==> config.mk <==
export PLATFORM = sky130hd
export DESIGN_NAME = axis_trigger_ctrl
export DESIGN_NICKNAME = d
export VERILOG_FILES = /design/src/rtl/axis_trigger_ctrl.sv
export SDC_FILE = /design/constraint.sdc
export NUM_CORES = 1
export LEC_CHECK = 0
export BUFFER_PORTS_ARGS = -buffer_cell sky130_fd_sc_hd__buf_4
export CORE_UTILIZATION = 46
export CTS_CLUSTER_DIAMETER = 100
export DETAILED_ROUTE_END_ITERATION = 10
export GPL_TIMING_DRIVEN = 0
export HOLD_SLACK_MARGIN = 0.03
export PLACE_DENSITY = 0.79
export SYNTH_ARGS = -nofsm -noshare
export SYNTH_HDL_FRONTEND = slang
export SYNTH_SLANG_ARGS = --single-unit
==> constraint.sdc <==
create_clock -name aclk -period 8.9 [get_ports aclk]
set_input_delay 1.78 -clock aclk [delete_from_list [all_inputs] [get_ports aclk]]
set_output_delay 1.78 -clock aclk [all_outputs]
set_load 0.01 [all_outputs]
==> src/rtl/axis_trigger_ctrl.sv <==
// Trigger acquisition controller: arms on command, forwards accepted events to an
// AXI4-Stream sink with a dead time after each one, and counts accepted/dropped events.
module axis_trigger_ctrl #(
    parameter int AXIS_TDATA_WIDTH = 128,
    parameter int CNTR_WIDTH       = 32,
    parameter int DEAD_WIDTH       = 16
) (
    input  logic                        aclk,
    input  logic                        aresetn,
    input  logic                        cfg_arm,
    input  logic                        cfg_abort,
    input  logic [CNTR_WIDTH-1:0]       cfg_limit,
    input  logic [DEAD_WIDTH-1:0]       cfg_deadtime,
    input  logic [AXIS_TDATA_WIDTH-1:0] s_axis_tdata,
    input  logic                        s_axis_tvalid,
    output logic [AXIS_TDATA_WIDTH-1:0] m_axis_tdata,
    output logic                        m_axis_tvalid,
    input  logic                        m_axis_tready,
    output logic [1:0]                  sts_state,
    output logic [CNTR_WIDTH-1:0]       sts_accepted,
    output logic [CNTR_WIDTH-1:0]       sts_dropped
);

    typedef enum logic [1:0] {
        IDLE     = 2'd0,
        ARMED    = 2'd1,
        DEADTIME = 2'd2,
        DONE     = 2'd3
    } state_t;

    localparam logic [CNTR_WIDTH-1:0] CNT_ONE  = CNTR_WIDTH'(1);
    localparam logic [DEAD_WIDTH-1:0] DEAD_ONE = DEAD_WIDTH'(1);

    state_t                  state, state_next;
    logic [CNTR_WIDTH-1:0]   limit_q;
    logic [DEAD_WIDTH-1:0]   dead_q;
    logic [DEAD_WIDTH-1:0]   dead_cnt;
    logic [CNTR_WIDTH-1:0]   accepted;
    logic [CNTR_WIDTH-1:0]   dropped;
    logic [CNTR_WIDTH:0]     accepted_plus1;
    logic                    slot_free;
    logic                    capture;
    logic                    inc_acc;
    logic                    inc_drop;
    logic                    load_dead;
    logic                    clear_cnt;

    assign slot_free      = !m_axis_tvalid || m_axis_tready;
    // One extra bit so a saturated counter can never falsely match the limit.
    assign accepted_plus1 = {1'b0, accepted} + {1'b0, CNT_ONE};

    always_ff @(posedge aclk or negedge aresetn) begin
        if (!aresetn) begin
            state <= IDLE;
        end else begin
            state <= state_next;
        end
    end

    always_comb begin
        state_next = state;
        capture    = 1'b0;
        inc_acc    = 1'b0;
        inc_drop   = 1'b0;
        load_dead  = 1'b0;
        clear_cnt  = 1'b0;
        if (cfg_abort) begin
            state_next = IDLE;
        end else begin
            case (state)
                IDLE, DONE: begin
                    if (cfg_arm) begin
                        state_next = ARMED;
                        clear_cnt  = 1'b1;
                    end
                end
                ARMED: begin
                    if (s_axis_tvalid) begin
                        if (slot_free) begin
                            capture = 1'b1;
                            inc_acc = 1'b1;
                            // Reaching the limit wins over entering dead time.
                            if (limit_q != '0 && accepted_plus1 == {1'b0, limit_q}) begin
                                state_next = DONE;
                            end else if (dead_q != '0) begin
                                state_next = DEADTIME;
                                load_dead  = 1'b1;
                            end
                        end else begin
                            inc_drop = 1'b1;
                        end
                    end
                end
                DEADTIME: begin
                    inc_drop = s_axis_tvalid;
                    if (dead_cnt == DEAD_ONE) begin
                        state_next = ARMED;
                    end
                end
                default: state_next = IDLE;
            endcase
        end
    end

    always_ff @(posedge aclk or negedge aresetn) begin
        if (!aresetn) begin
            limit_q  <= '0;
            dead_q   <= '0;
            dead_cnt <= '0;
            accepted <= '0;
            dropped  <= '0;
        end else begin
            if (clear_cnt) begin
                limit_q  <= cfg_limit;
                dead_q   <= cfg_deadtime;
                accepted <= '0;
                dropped  <= '0;
            end else begin
                if (inc_acc && accepted != '1) begin
                    accepted <= accepted + CNT_ONE;
                end
                if (inc_drop && dropped != '1) begin
                    dropped <= dropped + CNT_ONE;
                end
            end
            if (load_dead) begin
                dead_cnt <= dead_q;
            end else if (state == DEADTIME && dead_cnt != '0) begin
                dead_cnt <= dead_cnt - DEAD_ONE;
            end
        end
    end

    // Output holding register: a new capture overrides a same-cycle handshake.
    always_ff @(posedge aclk or negedge aresetn) begin
        if (!aresetn) begin
            m_axis_tdata  <= '0;
            m_axis_tvalid <= 1'b0;
        end else if (capture) begin
            m_axis_tdata  <= s_axis_tdata;
            m_axis_tvalid <= 1'b1;
        end else if (m_axis_tready) begin
            m_axis_tvalid <= 1'b0;
        end
    end

    assign sts_state    = state;
    assign sts_accepted = accepted;
    assign sts_dropped  = dropped;

endmodule

==> key figures, run 1 <==
Outcome
  • Status: complete, but fails checks
  • Failing checks: DRC

Synthesis
  • Area share of the largest cell type after synthesis: 52.23%
  • Syn Inst Count: 1066
  • YS warnings: 0
  • Post-synthesis xor/xnor area fraction: about 6.5%
  • Post-Synth Adder-Cell Area: 0.6050%
  • Post-synthesis mux area share: 17.97%
  • Combinational family with the most area after synthesis: multiplexers
  • Primary FF master, synth: dfrtp_1
  • Post-Syn Area: 12410 um^2
  • Syn Area/Cell: 11.64 um^2
  • Asr flop ratio synth: between 90% and 100%
  • Synth top area cells: dfrtp_1 (52%), mux2_2 (17%), xnor2_1 (3.3%)
  • Syn Nets: between 1000 and 1500
  • Dominant cell type by area after synthesis: dfrtp_1
  • Yosys cell types: 70
  • Seq cells post-synth: roughly 260
  • EDFF count, synth: 0
  • Post-synthesis simple-gate area fraction: between 10 and 15%
  • Sequential share of the synthesized area: 52.23%
  • Synth Area in Compound Gates: under 10%

Clocking
  • TritonCTS buffer count: 29
  • Skew-Pair Late Insertion Delay: ~570 ps
  • CTS tree: yes
  • # Post-CTS Setup Buffers: 0
  • CTS resizes: 0
  • Clk sinks: 259
  • CTS root buf: clkbuf_16
  • Clock tree buffer depth: 3
  • Hold-fix buffers at CTS: 0
  • H-tree Lvls: 1
  • Clk slew on worst S/H paths: approximately 60 ps

Global routing
  • Total grt overflow: 0
  • Vias in the first global route: about 11000
  • Initial antenna violation count: 11
  • First-pass GRT wire length: 61.04 mm
  • Pin count of the biggest net entering global routing: 120
  • All-layer global routing usage: between 20% and 30%

Critical path
  • Critical path fanouts, max: 10
  • Crit end category: register
  • Critical path's slowest cell: nor4_1
  • Worst setup SP type: register
  • R2r endpoint: dead_cnt[8]$_DFFE_PN0P_
  • CP top delay family: simple AND/OR/NAND/NOR gates
  • WP buf/inv: 2
  • Worst R2R Start: sts_accepted[0]$_DFFE_PN0P_
  • Critical path arrival: 4440 ps
  • Crit path depth: 11
  • Critical Path, Cell by Cell: ha_1 -> nand3_1 -> nor2_1 -> buf_2 -> o21ai_0 -> a311oi_1 -> nand4_1 -> nor4_1 -> a21oi_2 -> buf_6 -> mux2_4
  • Reg2reg path depth: 11
  • Slowest cell delay on critical path: 600 ps
  • Worst EP required: 9340 ps
  • Worst setup path class: register to register
  • R2R setup slack: just under 5000 ps

Finish
  • Fillers: approximately 2100
  • Layout Nets: 1663
  • Core Util, Final: 63.87%
  • FF/Latch Area: 6481 um^2
  • Highest-count cells in the layout ignoring fill and taps: buf_4 (378), dfrtp_1 (259), mux2_2 (182)
  • Multi-input logic area: between 5000 and 6000 um^2
  • Non-filler instance count after layout: ~1800
  • Area Growth Syn to Fin: 35.28%
  • Commonest non-fill, non-tap cell in the layout: buf_4
  • Layout cells sized above 1: 43.72%

Job
  • Max_cap viols: 0

Routing
  • Post-route DRC: 10
  • Wirelength per Cell: between 20 and 25 um
  • Total wire length: 39.77 mm
  • Via-to-Cell Ratio: 5.513
  • Iter 0 DRT Violations: 652
  • Antenna Nets Post-Route: 0
  • Vias: 10160
  • First-pass detailed-route iteration total: 8

Die
  • Cell row count: between 50 and 60
  • Die footprint: ~28000 um^2
  • Chip Width: about 170 um
  • Initial Utilization: between 40 and 50%
  • Chip height: 166.2 um
  • Io pins: 377
  • Core ar.: 26280 um^2

STA
  • Endpoints failing setup: 0
  • FMAX: 250.0 MHz
  • Max-slew headroom: 35.23%
  • Final worst slack: 4900 ps
  • Clock skew: approximately 12 ps
  • RSZ-0062 raised after global routing: false
  • Setup TNS Final: 0 ps
  • Slew @ Worst Pin: 964.1 ps
  • Final Hold Viols: 0
  • Post-route minimum period: 4000 ps
  • Crit share post-route: 44.94%
  • Max Transition Viols Final: 0

Placed design
  • Placed cells: 1779
  • DP Worst Slack: about 4700 ps
  • Post-DP HPWL: 30.32 mm
  • Input/output buffers: 376
  • GPL Wtd Cong: ~0.96

Power
  • Total power: 0.005035 W
  • Worst VDD drop: between 0.2 and 0.3 mV
  • LEAKAGE: slightly below 8 nW
  • Pwr/cell area: 299.9 nW/um^2

Min path
  • Min-Delay Startpoint: m_axis_tdata[91]$_DFFE_PN0P_
  • Min-delay worst type: register to register
  • Hold endpoint: m_axis_tdata[91]$_DFFE_PN0P_
  • Hold Path Depth: 1
==> state kept, by name, indices dropped and copies added (netlist names) <==
| signal | flops |
|---|---|
| dead_cnt | 16 |
| dead_q | 16 |
| limit_q | 32 |
| m_axis_tdata | 128 |
| m_axis_tvalid | 1 |
| sts_accepted | 32 |
| sts_dropped | 32 |
| sts_state | 2 |
==> stage by stage <==
step / hold slack (ps) / area [um^2]
after CTS: 508.1 / 16760
after global placement: 489.6 / 15650
after detailed placement: 494.1 / 15710
final: 506.3 / 16790
after floorplan: 498.0 / 12410
after global routing: 514.8 / 16790
==> final cells by class <==
class | instances | area share (%)
flip-flops and latches | 259 | 38.61
multi-input cells | 735 | 33.49
repair buffers | 378 | 17.19
clock buffers | 33 | 4.592
well taps | 335 | 2.497
clock inverters | 21 | 1.655
plain buffers | 56 | 1.461
inverters | 16 | 0.3578
diodes | 10 | 0.1491
==> metal layers <==
layer | global-route usage [%] | vias to the layer above | share of wire [%]
met5 | 0 | - | 0.030
met4 | 14.01 | 2 | 4.5
met3 | 8.437 | 93 | 7.9
met2 | 48.17 | 389 | 50
met1 | 33.57 | 5009 | 38
li1 | - | 4667 | -
==> kinds of logic after synthesis <==
family	Yosys count
and+or+nand+nor	334
DFF	259
muxes	195
AOI/OAI and AO/OA	108
xor gates and xnor gates	92
buffers and inverters	72
adders and majority gates	6
==> worst max-delay path by stage <==
| stage | startpoint | to | slack, ps |
|---|---|---|---|
| after floorplan | s_axis_tvalid | sts_dropped[28]$_DFFE_PN0P_ | 5270 |
| after global placement | aresetn | m_axis_tdata[88]$_DFFE_PN0P_ | 3910 |
| after detailed placement | cfg_abort | sts_dropped[28]$_DFFE_PN0P_ | 4710 |
| after CTS | sts_accepted[0]$_DFFE_PN0P_ | dead_cnt[8]$_DFFE_PN0P_ | 5000 |
| after global routing | sts_accepted[0]$_DFFE_PN0P_ | dead_cnt[14]$_DFFE_PN0P_ | 4690 |
| final | sts_accepted[0]$_DFFE_PN0P_ | dead_cnt[8]$_DFFE_PN0P_ | 4900 |
==> worst register-to-register path: cells and delay by family, from the launching register on <==
family                     cells  cell delay (ps)
and+or+nand+nor                4             1580
AOI/OAI and AO/OA              3              610
buffers and inverters          2              590
DFF                            1              510
muxes                          1              310
adders and majority gates      1              300
==> cell usage after synthesis, types with 4 or more instances <==
library cell and n:
or3_1 25, inv_1 16, dfrtp_1 259, mux2_2 182, nand2b_1 7, nor3_1 23
and2_1 6, a21oi_1 27, xnor2_1 47, ha_1 6, o211ai_1 5, xor2_1 45
nor4_1 24, nand2_1 59, a31oi_1 4, clkbuf_1 36, nor2b_1 5, buf_2 11
nand3_1 32, mux2_4 10, nor2_1 74, and3_1 16, or4_1 5, nand4_1 30
o21ai_0 32, and4_1 12
==> power by group <==
| part | internal (W) | switching [W] |
|---|---|---|
| sequential | 0.00163 | 0.000345 |
| combinational | 0.000974 | 0.000775 |
| clock | 0.000798 | 0.000513 |
| total | 0.00340 | 0.00163 |
Note: power is estimated with default switching activity, not from simulation.
==> run 2: changes to the inputs <==
--- a/config.mk
+++ b/config.mk
@@ -11,7 +11,7 @@
 export DETAILED_ROUTE_END_ITERATION = 10
 export GPL_TIMING_DRIVEN = 0
 export HOLD_SLACK_MARGIN = 0.03
-export PLACE_DENSITY = 0.79
+export PLACE_DENSITY = 0.82
 export SYNTH_ARGS = -nofsm -noshare
 export SYNTH_HDL_FRONTEND = slang
 export SYNTH_SLANG_ARGS = --single-unit
==> constraint.sdc (replaced) <==
create_clock -name aclk -period 3.5 [get_ports aclk]
set_input_delay 0.7 -clock aclk [delete_from_list [all_inputs] [get_ports aclk]]
set_output_delay 0.7 -clock aclk [all_outputs]
set_load 0.01 [all_outputs]
==> run 2 against run 1 <==
Against the previous run: the run still ends with DRC left; die area did not move; register-to-register slack got worse by 4700 ps; wire length rose by 0.14%; count of clock-buffer cells in the layout rose by 7; non-clock buffer count did not move; worst hold slack got worse by 460 ps; largest power group unchanged.
==> key figures, run 2 (synthesis results as in run 1) <==
STA
  • Post-route minimum period: 3341 ps (was 4000 ps)
  • Clock skew: 8.781 ps (was 11.83 ps)
  • Max-slew headroom: 46.59% (was 35.23%)
  • Slew @ Worst Pin: 799.4 ps (was 964.1 ps)
  • Final Hold Viols: 0 (unchanged)
  • FMAX: 299.3 MHz (was 250.0 MHz)
  • Max Transition Viols Final: 0 (unchanged)
  • Endpoints failing setup: 0 (unchanged)
  • Setup TNS Final: 0 ps (unchanged)
  • Crit share post-route: 95.46% (was 44.94%)

Outcome
  • Status: complete, but fails checks (unchanged)
  • Failing checks: DRC (unchanged)

Placed design
  • Input/output buffers: 376 (unchanged)
  • Post-DP HPWL: 30.30 mm (was 30.32 mm)
  • Cell Area, Placed: 15710 um^2 (unchanged)
  • Placed cells: 1779 (unchanged)
  • GPL Wtd Cong: 0.9385 (was 0.9554)

Finish
  • Core Util, Final: 63.59% (was 63.87%)
  • Final instance area: 16710 um^2 (was 16790 um^2)
  • Layout Nets: 1663 (unchanged)
  • Non-filler instance count after layout: 1839 (was 1843)
  • Fillers: 2108 (was 2059)
  • Highest-count cells in the layout ignoring fill and taps: buf_4 (378), dfrtp_1 (259), mux2_2 (182) (unchanged)
  • Multi-input logic area: 5670 um^2 (was 5622 um^2)
  • Largest Register: m_axis_tdata (unchanged)
  • Area Growth Syn to Fin: 34.68% (was 35.28%)
  • FF/Latch Area: 6481 um^2 (unchanged)
  • Layout cells sized above 1: 43.72% (unchanged)
  • Largest register FFs: 128 (unchanged)
  • Commonest non-fill, non-tap cell in the layout: buf_4 (unchanged)

Die
  • Io pins: 377 (unchanged)
  • Chip Width: 166.2 um (unchanged)
  • Chip height: 166.2 um (unchanged)
  • Die footprint: 27640 um^2 (unchanged)
  • Cell row count: 59 (unchanged)
  • Initial Utilization: 47.21% (unchanged)
  • Core ar.: 26280 um^2 (unchanged)

Routing
  • Total wire length: 39.82 mm (was 39.77 mm)
  • Wirelength per Cell: 21.65 um (was 21.58 um)
  • Antenna Nets Post-Route: 0 (unchanged)
  • Vias: 10317 (was 10160)
  • Via-to-Cell Ratio: 5.610 (was 5.513)
  • First-pass detailed-route iteration total: 9 (was 8)
  • Post-route DRC: 18 (was 10)
  • Iter 0 DRT Violations: 623 (was 652)

Power
  • LEAKAGE: 7.664 nW (was 7.691 nW)
  • Total power: 0.01248 W (was 0.005035 W)
  • Pwr/cell area: 746.8 nW/um^2 (was 299.9 nW/um^2)
  • Worst VDD drop: 0.6396 mV (was 0.2722 mV)

Clocking
  • Clk sinks: 259 (unchanged)
  • Clock tree buffer depth: 3 (unchanged)
  • TritonCTS buffer count: 29 (unchanged)
  • Skew-Pair Late Insertion Delay: 560 ps (was 570 ps)
  • CTS root buf: clkbuf_16 (unchanged)
  • Clk slew on worst S/H paths: 60 ps (about the same)
  • # Post-CTS Setup Buffers: 0 (unchanged)
  • CTS tree: yes (unchanged)
  • H-tree Lvls: 1 (unchanged)

Critical path
  • Critical path fanouts, max: 10 (unchanged)
  • R2R setup slack: 160 ps (was 4900 ps)
  • Worst setup SP type: register (unchanged)
  • Worst EP required: 3940 ps (was 9340 ps)
  • Crit end category: register (unchanged)
  • Worst R2R Start: sts_accepted[0]$_DFFE_PN0P_ (unchanged)
  • Worst setup path class: register to register (unchanged)
  • Critical path arrival: 3780 ps (was 4440 ps)
  • Reg2reg path depth: 11 (unchanged)
  • R2r endpoint: dead_cnt[13]$_DFFE_PN0P_ (was dead_cnt[8]$_DFFE_PN0P_)

Job
  • Max_cap viols: 0 (unchanged)

Global routing
  • All-layer global routing usage: 28.35% (was 28.66%)
  • Total grt overflow: 0 (unchanged)
  • Vias in the first global route: 10541 (was 10518)
  • Initial antenna violation count: 5 (was 11)
  • First-pass GRT wire length: 60.80 mm (was 61.04 mm)
  • Pin count of the biggest net entering global routing: 122 (was 120)

Min path
  • Min-delay worst type: primary input to async pin (was register to register)
==> run 2: changes by cell type in the layout (fill, tap and decap cells not counted), moves of 3 or more <==
| cell | before | now |
|---|---|---|
| clkbuf_1 | 37 | 43 |
| bufinv_16 | 6 | 1 |
| clkinv_2 | 11 | 7 |
| diode_2 | 10 | 6 |
| clkinv_4 | 0 | 3 |
==> run 2: repair_timing <==
action / CTS / global route
hold buffers: 0 / 0
resized for setup: 4 / 6
pin swaps: 0 / 2
hold endpoints to repair: 0 / 0
setup endpoints to repair: 17 / 36
==> run 2: area by class of cell <==
| cell class | instances | area share [%] |
|---|---|---|
| Clock inverter | 14 | 0.7562 |
| Multi-Input combinational cell | 735 | 33.93 |
| Tap cell | 335 | 2.508 |
| Timing Repair Buffer | 378 | 17.27 |
| Inverter | 16 | 0.3594 |
| Clock buffer | 40 | 4.829 |
| Sequential cell | 259 | 38.78 |
| Buffer | 56 | 1.475 |
| Antenna cell | 6 | 0.08985 |
==> run 2: where the power goes <==
part	switching (W)	total (W)	leakage, nW	internal [W]
Sequential	0.000913	0.00506	3.23	0.00415
Combinational	0.00197	0.00445	3.98	0.00248
Clock	0.00127	0.00297	0.458	0.00170
==> run 2: per-stage QoR <==
stage,hold slack (ps),setup WS [ps]
global placement,489.7,-413.4
global route,94.42,-8.071
CTS,68.33,13.80
detailed placement,493.5,-335.3
finish,50.60,159.0
floorplan,404.4,549.0
==> run 2: how the worst max path moves through the flow <==
stage | startpoint | endpoint
after floorplan | sts_accepted[0]$_DFFE_PN0P_ | dead_cnt[10]$_DFFE_PN0P_
after global routing | sts_accepted[0]$_DFFE_PN0P_ | dead_cnt[8]$_DFFE_PN0P_
after global placement | aresetn | m_axis_tdata[25]$_DFFE_PN0P_
after CTS | sts_accepted[0]$_DFFE_PN0P_ | dead_cnt[13]$_DFFE_PN0P_
final | sts_accepted[0]$_DFFE_PN0P_ | dead_cnt[13]$_DFFE_PN0P_
after detailed placement | sts_accepted[0]$_DFFE_PN0P_ | dead_cnt[13]$_DFFE_PN0P_
==> run 2: worst max-delay path: stages (launching register included) <==
cell	delay, ps
dfrtp_1	500
ha_2	310
nand3_2	220
nor2_4	280
buf_2	280
o21ai_0	130
a311oi_1	240
nand4_1	220
nor4_4	400
a21oi_4	150
buf_6	190
mux2_4	300
==> run 2: metal layers <==
metal | wire, um | track usage, % | up-vias
met4 | 1806 | 12.04 | 0
met3 | 3585 | 8.508 | 92
li1 | - | - | 4671
met5 | 0 | 0 | -
met2 | 19640 | 48.67 | 418
met1 | 14790 | 32.95 | 5136
==> run 3: changes to the inputs <==
--- a/config.mk
+++ b/config.mk
@@ -6,12 +6,14 @@
 export NUM_CORES = 1
 export LEC_CHECK = 0
 export BUFFER_PORTS_ARGS = -buffer_cell sky130_fd_sc_hd__buf_4
-export CORE_UTILIZATION = 46
+export CELL_PAD_IN_SITES_DETAIL_PLACEMENT = 2
+export CELL_PAD_IN_SITES_GLOBAL_PLACEMENT = 2
+export CORE_UTILIZATION = 30
 export CTS_CLUSTER_DIAMETER = 100
 export DETAILED_ROUTE_END_ITERATION = 10
 export GPL_TIMING_DRIVEN = 0
-export HOLD_SLACK_MARGIN = 0.03
-export PLACE_DENSITY = 0.82
+export HOLD_SLACK_MARGIN = 0.15
+export PLACE_DENSITY = 0.84
 export SYNTH_ARGS = -nofsm -noshare
 export SYNTH_HDL_FRONTEND = slang
 export SYNTH_SLANG_ARGS = --single-unit
==> run 3 against run 2 <==
Against the previous run: the run now ends clean; worst setup slack worse by 4.2 ps; critical endpoint is now dead_cnt[8]$_DFFE_PN0P_; critical path type unchanged; critical path depth stayed put; worst hold slack better by 300 ps; clock power is 30% higher; highest routed layer is now met5; first-iteration DRC count is 31% lower.
==> key figures, run 3 (synthesis results as in run 1) <==
Clocking
  • Clk slew on worst S/H paths: 60 ps (about the same)
  • TritonCTS buffer count: 34 (was 29)
  • CTS root buf: clkbuf_16 (unchanged)
  • Clock tree buffer depth: 3 (unchanged)
  • CTS tree: yes (unchanged)
  • H-tree Lvls: 2 (was 1)
  • Skew-Pair Late Insertion Delay: 550 ps (was 560 ps)
  • Clk sinks: 259 (unchanged)

Die
  • Die footprint: 42180 um^2 (was 27640 um^2)
  • Initial Utilization: 30.39% (was 47.21%)
  • Chip Width: 205.4 um (was 166.2 um)
  • Core ar.: 40830 um^2 (was 26280 um^2)
  • Chip height: 205.4 um (was 166.2 um)
  • Io pins: 377 (unchanged)
  • Cell row count: 74 (was 59)

Placed design
  • Input/output buffers: 376 (unchanged)
  • GPL Wtd Cong: 0.8763 (was 0.9385)
  • DP Worst Slack: -645.4 ps (was -335.3 ps)
  • Post-DP HPWL: 37.63 mm (was 30.30 mm)

Finish
  • Layout Nets: 1674 (was 1663)
  • Commonest non-fill, non-tap cell in the layout: buf_4 (unchanged)
  • Highest-count cells in the layout ignoring fill and taps: buf_4 (384), dfrtp_1 (258), mux2_2 (182) (was buf_4 (378), dfrtp_1 (259), mux2_2 (182))
  • Core Util, Final: 42.45% (was 63.59%)
  • Area Growth Syn to Fin: 39.70% (was 34.68%)
  • Layout cells sized above 1: 44.78% (was 43.72%)
  • Fillers: 4217 (was 2108)
  • Largest register FFs: 128 (unchanged)
  • Largest Register: m_axis_tdata (unchanged)

Min path
  • Min-Delay Startpoint: cfg_abort
  • Hold Path Depth: 2
  • Min-delay worst type: primary input to register (was primary input to async pin)
  • Hold endpoint: sts_state[1]$_DFFE_PN0P_

Critical path
  • Slowest cell delay on critical path: 450 ps (was 500 ps)
  • Critical path's slowest cell: dfrtp_1 (unchanged)
  • Critical path fanouts, max: 10 (unchanged)
  • R2r endpoint: dead_cnt[8]$_DFFE_PN0P_ (was dead_cnt[13]$_DFFE_PN0P_)
  • Worst R2R Start: sts_accepted[1]$_DFFE_PN0P_ (was sts_accepted[0]$_DFFE_PN0P_)
  • Worst EP required: 3920 ps (was 3940 ps)
  • Critical Path, Cell by Cell: ha_2 -> nand3_2 -> nor2_4 -> buf_2 -> o21ai_0 -> a311oi_1 -> nand4_1 -> nor4_4 -> a21oi_4 -> buf_6 -> mux2_4 (unchanged)
  • Worst setup path class: register to register (unchanged)
  • Critical path arrival: 3770 ps (was 3780 ps)
  • R2R setup slack: 150 ps (was 160 ps)
  • Reg2reg path depth: 11 (unchanged)
  • Worst setup SP type: register (unchanged)
  • Crit end category: register (unchanged)

Global routing
  • Pin count of the biggest net entering global routing: 115 (was 122)
  • Initial antenna violation count: 8 (was 5)
  • First-pass GRT wire length: 76.34 mm (was 60.80 mm)
  • Total grt overflow: 0 (unchanged)
  • Vias in the first global route: 12229 (was 10541)
  • All-layer global routing usage: 24.19% (was 28.35%)

Power
  • Worst VDD drop: 0.5756 mV (was 0.6396 mV)
  • Pwr/cell area: 791.1 nW/um^2 (was 746.8 nW/um^2)
  • LEAKAGE: 7.834 nW (was 7.664 nW)

STA
  • FMAX: 298.9 MHz (was 299.3 MHz)
  • Post-route minimum period: 3345 ps (was 3341 ps)
  • Endpoints failing setup: 0 (unchanged)
  • Hold slack: 347.4 ps (was 50.60 ps)
  • Final Hold Viols: 0 (unchanged)
  • Max-slew headroom: 33.96% (was 46.59%)
  • Slew @ Worst Pin: 988.5 ps (was 799.4 ps)
  • Crit share post-route: 95.58% (was 95.46%)
  • Final worst slack: 154.8 ps (was 159.0 ps)
  • Clock skew: 16.66 ps (was 8.781 ps)
  • Max Transition Viols Final: 0 (unchanged)

Routing
  • Post-route DRC: 0 (was 18)
  • Wirelength per Cell: 24.85 um (was 21.65 um)
  • Via-to-Cell Ratio: 5.117 (was 5.610)
  • Vias: 10489 (was 10317)
  • Total wire length: 50.95 mm (was 39.82 mm)
  • Iter 0 DRT Violations: 429 (was 623)
  • First-pass detailed-route iteration total: 7 (was 9)
  • Antenna Nets Post-Route: 0 (unchanged)

Outcome
  • Status: completed (was complete, but fails checks)

Job
  • Max_cap viols: 0 (unchanged)
run 3: cell types whose count changed in the layout (fill, tap and decap cells not counted), sizes merged:
| cell | previous run | this run |
|---|---|---|
| clkinvlp | 2 | 3 |
| inv | 17 | 19 |
| bufinv | 1 | 5 |
| clkbuf | 79 | 84 |
| clkinv | 10 | 5 |
| dlygate4sd3 | 0 | 1 |
| buf | 395 | 401 |
run 3: cell type report:
| cell class | count | area, um^2 | area share, % |
|---|---|---|---|
| antenna | 6 | 15.01 | 0.08662 |
| buffer | 55 | 242.7 | 1.400 |
| clock buffer | 46 | 965.9 | 5.572 |
| clock inverter | 16 | 264.0 | 1.523 |
| inverter | 16 | 60.06 | 0.3465 |
| multi-input combinational | 735 | 5698 | 32.87 |
| sequential | 259 | 6482 | 37.40 |
| tap | 532 | 665.6 | 3.840 |
| timing repair buffer | 385 | 2940 | 16.96 |
run 3: per-layer routing:
layer	wire length [um]	up-vias	global-route usage (%)
met5	27	-	0
met4	1720	4	10.19
met3	3242	90	6.098
met2	26840	339	43.51
met1	19120	5380	26.96
li1	-	4676	-
run 3: how the worst max path moves through the flow:
stage	from	slack, ps	end	depth (start not counted)
4_1_cts	sts_accepted[16]$_DFFE_PN0P_	10	dead_cnt[10]$_DFFE_PN0P_	10
2_1_floorplan	sts_accepted[0]$_DFFE_PN0P_	550	dead_cnt[10]$_DFFE_PN0P_	11
3_3_place_gp	aresetn	-570	m_axis_tdata[24]$_DFFE_PN0P_	1
6_report	sts_accepted[1]$_DFFE_PN0P_	150	dead_cnt[8]$_DFFE_PN0P_	11
3_5_place_dp	sts_accepted[0]$_DFFE_PN0P_	-650	dead_cnt[9]$_DFFE_PN0P_	11
5_1_grt	sts_accepted[2]$_DFFE_PN0P_	-10	dead_cnt[10]$_DFFE_PN0P_	11
run 3: power by group:
part,switching [W],leakage [nW],internal [W]
logic,0.00220,4.01,0.00249
registers,0.00102,3.23,0.00415
clock network,0.00150,0.592,0.00234
total,0.00473,7.83,0.00899
run 3: metrics by stage:
step           power, W  area [um^2]  cells  setup TNS (ps)
2_1_floorplan  0.007239        12410   1066               0
3_3_place_gp   0.009451        15900   1974         -145220
3_5_place_dp   0.009801        15960   1976           -9680
4_1_cts         0.01385        17250   2039               0
5_1_grt         0.01437        17330   2050          -22.11
6_report        0.01371        17330   2050               0
run 3: critical path: cells and delay by family (launching register included):
kind,cells,cell delay [ps]
flip-flops,1,450
buffers and inverters,2,480
adder cells (fa/ha/maj),1,300
AND/OR/NAND/NOR,4,1160
multiplexers,1,300
AO/OA/AOI/OAI,3,520
run 3: timing repair:
| action | 4_1_cts | 5_1_grt |
|---|---|---|
| gates cloned | 0 | 0 |
| hold endpoints to repair | 35 | 0 |
| pin swaps | 0 | 3 |
| endpoints found under the setup margin | 26 | 18 |
| buffers inserted | 0 | 6 |
| hold buffers | 1 | 0 |
| resized for setup | 9 | 7 |
